$ cat config.mk
export PLATFORM = sky130hd
export DESIGN_NAME = controlador_venda
export DESIGN_NICKNAME = d
export VERILOG_FILES = /design/src/rtl/controlador_venda.sv
export SDC_FILE = /design/constraint.sdc
export NUM_CORES = 1
export LEC_CHECK = 0
export CAP_MARGIN = 20
export CORE_MARGIN = 3
export CORE_UTILIZATION = 25
export CTS_BUF_LIST = sky130_fd_sc_hd__clkbuf_2
export CTS_CLUSTER_SIZE = 25
export DETAILED_ROUTE_END_ITERATION = 8
export PLACE_DENSITY_LB_ADDON = 0.05
export SYNTH_ARGS = -nofsm -noshare
export SYNTH_HDL_FRONTEND = slang
export SYNTH_SLANG_ARGS = --single-unit
$ cat constraint.sdc
create_clock -name clk -period 2.97 [get_ports clk]
set_clock_uncertainty 0.2 [all_clocks]
set_input_delay 0.297 -clock clk [delete_from_list [all_inputs] [get_ports clk]]
set_output_delay 0.297 -clock clk [all_outputs]
set_load 0.01 [all_outputs]
$ cat src/rtl/controlador_venda.sv
// controlador_venda: vending-machine sale sequencer (credit, inactivity timeout, dispense, change, refund).
// Define MAQ_TROCO_EN to accept overpayment and return change; otherwise only exact payment sells.
module controlador_venda #(
    parameter int unsigned TIMEOUT_CICLOS = 1000,
    parameter int unsigned PRECO0         = 4,
    parameter int unsigned PRECO1         = 5,
    parameter int unsigned PRECO2         = 6,
    parameter int unsigned PRECO3         = 8
) (
    input  logic       clk,
    input  logic       rst_n,
    input  logic       moeda_valida,
    input  logic [1:0] valorMoeda,
    input  logic [1:0] produto_sel,
    input  logic       confirmar,
    input  logic       cancelar,
    output logic [3:0] credito,
    output logic       tempoLimite,
    output logic       moeda_rejeitada,
    output logic       saldo_insuficiente,
    output logic       liberar_produto,
    output logic [1:0] produto_out,
    output logic [3:0] troco,
    output logic       troco_valido,
    output logic       ocupado
);
    localparam int unsigned   TW       = $clog2(TIMEOUT_CICLOS);
    localparam logic [TW-1:0] T_MAX    = TW'(TIMEOUT_CICLOS - 1);
    localparam logic [4:0]    CRED_MAX = 5'd8;

    typedef enum logic [2:0] {
        OCIOSO, ACUMULANDO, VERIFICAR, LIBERAR, TROCO, DEVOLVER
    } estado_t;

    function automatic logic [3:0] preco_f(input logic [1:0] s);
        case (s)
            2'd0:    preco_f = 4'(PRECO0);
            2'd1:    preco_f = 4'(PRECO1);
            2'd2:    preco_f = 4'(PRECO2);
            default: preco_f = 4'(PRECO3);
        endcase
    endfunction

    // Prices above the credit ceiling can never be met.
    function automatic logic preco_ok_f(input logic [1:0] s);
        case (s)
            2'd0:    preco_ok_f = (PRECO0 <= 32'd8);
            2'd1:    preco_ok_f = (PRECO1 <= 32'd8);
            2'd2:    preco_ok_f = (PRECO2 <= 32'd8);
            default: preco_ok_f = (PRECO3 <= 32'd8);
        endcase
    endfunction

    estado_t       estado_q, estado_d;
    logic [3:0]    credito_q, credito_d;
    logic [TW-1:0] timer_q, timer_d;
    logic [1:0]    sel_q, sel_d;
    logic          tempo_q, tempo_d, rej_q, rej_d, saldo_q, saldo_d, lib_q, lib_d;
    logic [1:0]    prod_q, prod_d;
    logic [3:0]    troco_q, troco_d;
    logic          tv_q, tv_d, ocup_q, ocup_d;

    logic [2:0] coin_val;
    logic       coin_present, coin_fits, coin_accept, venda_ok;
    logic [4:0] soma;

    assign coin_val     = (valorMoeda == 2'b11) ? 3'd4 : 3'(valorMoeda);
    assign coin_present = moeda_valida && (valorMoeda != 2'b00);
    assign soma         = 5'(credito_q) + 5'(coin_val);
    assign coin_fits    = (soma <= CRED_MAX);

`ifdef MAQ_TROCO_EN
    assign venda_ok = preco_ok_f(sel_q) && (credito_q >= preco_f(sel_q));
`else
    assign venda_ok = preco_ok_f(sel_q) && (credito_q == preco_f(sel_q));
`endif

    // State and datapath registers
    always_ff @(posedge clk) begin
        if (!rst_n) begin
            estado_q  <= OCIOSO;
            credito_q <= 4'd0;
            timer_q   <= '0;
            sel_q     <= 2'd0;
            tempo_q   <= 1'b0;
            rej_q     <= 1'b0;
            saldo_q   <= 1'b0;
            lib_q     <= 1'b0;
            prod_q    <= 2'd0;
            troco_q   <= 4'd0;
            tv_q      <= 1'b0;
            ocup_q    <= 1'b0;
        end else begin
            estado_q  <= estado_d;
            credito_q <= credito_d;
            timer_q   <= timer_d;
            sel_q     <= sel_d;
            tempo_q   <= tempo_d;
            rej_q     <= rej_d;
            saldo_q   <= saldo_d;
            lib_q     <= lib_d;
            prod_q    <= prod_d;
            troco_q   <= troco_d;
            tv_q      <= tv_d;
            ocup_q    <= ocup_d;
        end
    end

    // Next state: in ACUMULANDO cancel beats timeout beats confirm beats coin
    always_comb begin
        estado_d    = estado_q;
        credito_d   = credito_q;
        timer_d     = timer_q;
        sel_d       = sel_q;
        coin_accept = 1'b0;
        case (estado_q)
            OCIOSO: begin
                if (coin_present && coin_fits) begin
                    coin_accept = 1'b1;
                    credito_d   = soma[3:0];
                    timer_d     = '0;
                    estado_d    = ACUMULANDO;
                end
            end
            ACUMULANDO: begin
                if (cancelar || (timer_q == T_MAX)) begin
                    estado_d = DEVOLVER;
                end else if (confirmar) begin
                    sel_d    = produto_sel;
                    timer_d  = timer_q + TW'(1);
                    estado_d = VERIFICAR;
                end else if (coin_present && coin_fits) begin
                    coin_accept = 1'b1;
                    credito_d   = soma[3:0];
                    timer_d     = '0;
                end else begin
                    timer_d = timer_q + TW'(1);
                end
            end
            VERIFICAR: estado_d = venda_ok ? LIBERAR : ACUMULANDO;
            LIBERAR: begin
`ifdef MAQ_TROCO_EN
                estado_d = TROCO;
`else
                estado_d  = OCIOSO;
                credito_d = 4'd0;
                timer_d   = '0;
`endif
            end
            default: begin
                estado_d  = OCIOSO;
                credito_d = 4'd0;
                timer_d   = '0;
            end
        endcase
    end

    // Registered outputs track the state being entered
    always_comb begin
        rej_d   = coin_present && !coin_accept;
        saldo_d = ((estado_q == OCIOSO) && confirmar) ||
                  ((estado_q == VERIFICAR) && !venda_ok);
        lib_d   = (estado_d == LIBERAR);
        prod_d  = (estado_d == LIBERAR) ? sel_q : 2'd0;
        tempo_d = (estado_d == LIBERAR) || (estado_d == DEVOLVER);
        troco_d = 4'd0;
        if (estado_d == TROCO)
            troco_d = credito_q - preco_f(sel_q);
        else if (estado_d == DEVOLVER)
            troco_d = credito_q;
        tv_d    = (estado_d == DEVOLVER) || ((estado_d == TROCO) && (troco_d != 4'd0));
        ocup_d  = (estado_d == VERIFICAR) || (estado_d == LIBERAR) ||
                  (estado_d == TROCO) || (estado_d == DEVOLVER);
    end

    assign credito            = credito_q;
    assign tempoLimite        = tempo_q;
    assign moeda_rejeitada    = rej_q;
    assign saldo_insuficiente = saldo_q;
    assign liberar_produto    = lib_q;
    assign produto_out        = prod_q;
    assign troco              = troco_q;
    assign troco_valido       = tv_q;
    assign ocupado            = ocup_q;

endmodule

==> metrics, run 1 <==
CTS Root Cell clkbuf_2; post-route ant nets 0; Top-Level Pins 25; predominant post-synthesis flop cell dfxtp_1; met2 WL 1540 um; Crit. Startpoint credito[0]; most common cell after layout, fill and taps aside dfxtp_1; final core occ ~36%; Cells after DPL 269; commonest cells after routing, fill and taps aside dfxtp_1, clkdlybuf4s50_1, nor2_1, buf_4, nand3_1; routed wl met3 ~160 um; VDD IR-drop max between 0.0001 and 0.00015 V; Seq/Total Area, Yosys 41.2%; Synth Register Bits 31; count of cell types in the netlist 42; Design Area, Final 2030 um^2; worst r2r src credito[0]; max_slew headroom 64.5%; Synth Instances about 160; Pwr per Cell Area about 410 nW/um^2; pin count of the biggest net entering global routing 14; Multi-input gate area 876 um^2; Final setup viols 0; net count after synthesis 180; Global Route Usage Sum between 10% and 20%; Total Routed Length 3590 um; Synth Area in Compound Gates 18.2%; layout cells sized above 1 a little under a fifth; hold_sp valorMoeda[1]; Leak Pwr 0.802 nW; fin cells 277; Worst setup EP type flop; vias per std cell 4.77; Slew @ Worst Pin 528 ps; xor/xnor share of the synthesized area 4.07%; adder-cell share of the synthesized area just over 7%; worst-path fanout max 5; GP Congestion 0.831; WL met1 between 1500 and 2000 um; setup ws final 177 ps; routed length per instance around 13 um; clk sink count 31; worst skew pair latency roughly 380 ps; Worst Path Arrival 2920 ps; status complete, no violations; Final Max Tran Viols 0; final hold viol count 0; drt pass-1 iters 4; RSZ-0062 raised after global routing false; Starting DRT DRC Count 66; Period minus WS final 2790 ps; total CTS buffers 5; simple-gate area share of the yosys netlist between 20% and 30%; Post-synth EDFFs 0; fillcell total 602; H-Tree Depth 2; reg2reg setup slack 180 ps; P&R area growth vs syn 34.8%; Die X 83.7 um; clock slew at reported path FFs 190 ps; Worst Reg-to-Reg Cells 8; worst setup path category reg2reg; Max-cap violations 0; worst reg2reg endpoint timer_q[5]; TritonCTS clock tree done; antenna violations before repair 0; Via Count 1322; IO Port Bufs 24; Yosys Warn Count 0; startpoint types flop; required time of the critical path 3100 ps; HPWL after DPL around 2800 um; antenna fix cells 0; Hold WS 233 ps; asr flop ratio synth 0%; syn_area_per_cell approximately 9 um^2; final-stage net count 221; Longest Clk Path Bufs 2; DR top layer met4; vias in the first global route 1277; grt ovf 0; largest family of logic cells by synthesized area simple AND/OR/NAND/NOR gates; Fmax achieved 358 MHz; full die area 7000 um^2; Hold Path Class in2reg; Initial Util 26.6%; post-synthesis mux area share 1.99%; global-route wire length before repair 6070 um; Placeable Area 5680 um^2; chip height 83.7 um; Final Cycle Share between 90% and 100%; Register Area approximately 620 um^2; Setup crit end timer_q[5]; DP Area around 1900 um^2; Synth Cell Area 1510 um^2; num rows 27; post-place setup slack -340 ps; DRC viols 0
## kinds of logic after synthesis
logic type,after synthesis
buf+inv,11
fa+ha+maj,8
compound gates,37
flops,31
xor+xnor,7
mux,3
simple gates,66
## flip-flops by register name, summed over array words and instances (netlist names)
signal and cells:
credito 4, saldo_insuficiente 1, tempoLimite 1, troco 4
liberar_produto 1, moeda_rejeitada 1, timer_q 10, ocupado 1
sel_q 2, estado_q 3, produto_out 2, troco_valido 1
## critical path: stages, from the launching register on
cell and delay, ps:
dfxtp_1 390, ha_4 180, fa_1 420, o32a_1 380, o211ai_2 200, o21ai_2 90
a21o_1 220, or4_1 540, a21oi_2 130
## synthesized netlist by cell type (all sizes together), types with 3 or more instances
library cell  number  area share [%]
o21ai              6             2.2
inv                5             1.2
nor3               3             1.0
a21oi              7             2.3
a211oi             4             2.0
dfxtp             31              41
nand2              8             2.0
or3                5             2.1
clkbuf             5             1.2
a21o               4             2.0
nand3              9             3.0
ha                 7             5.8
nor2              14             3.5
xor2               3             1.7
nor2b              5             2.1
mux2i              3             2.0
xnor2              4             2.3
and2               7             2.9
nand2b             3             1.2
## how the worst min path moves through the flow
| stage | cells after the start | end |
|---|---|---|
| after floorplan | 2 | timer_q[8] |
| after global placement | 2 | timer_q[8] |
| after detailed placement | 2 | timer_q[9] |
| after CTS | 3 | sel_q[0] |
| after global routing | 3 | moeda_rejeitada |
| final | 3 | moeda_rejeitada |
## metal layers
layer	vias up	global-route usage (%)
li1	669	-
met1	613	14.4
met2	31	15.3
met3	9	2.96
met4	0	5.41
met5	-	0
## through the flow
step | power (mW) | setup TNS, ps
global route | 0.879 | 0
global placement | 0.616 | -3960
detailed placement | 0.616 | -4190
floorplan | 0.541 | 0
CTS | 0.839 | 0
finish | 0.828 | 0
## area by class of cell
class                      count  share of cell area, %
clock inverter                 3                  0.985
multi-input combinational    121                   43.1
sequential                    31                   30.5
inverter                       5                  0.924
tap                           72                   4.43
timing repair buffer          40                   18.8
clock buffer                   5                   1.23
## power breakdown
part	internal, mW	switching, mW	total [mW]
clock network	0.0558	0.161	0.216
registers	0.430	0.0138	0.444
logic	0.0865	0.0813	0.168
total	0.572	0.256	0.828
## repair_timing
action,4_1_cts,5_1_grt
setup endpoints to repair,0,14
endpoints found under the hold margin,0,0
buffers inserted,0,0
gates resized for setup,0,12
hold buffers,0,0
(Power assumes the default switching activity.)
==> inputs of run 2 (changes only) <==
- HOLD_SLACK_MARGIN: default -> 0.15
- TNS_END_PERCENT: default -> 10
==> results of run 2 <==
Final layout, timing and power as in run 1 (identical DEF).
==> inputs of run 3 (changes only) <==
- ABC_CLOCK_PERIOD_IN_PS: default -> 2970
==> results of run 3 <==
Final layout, timing and power as in run 1 (identical DEF).
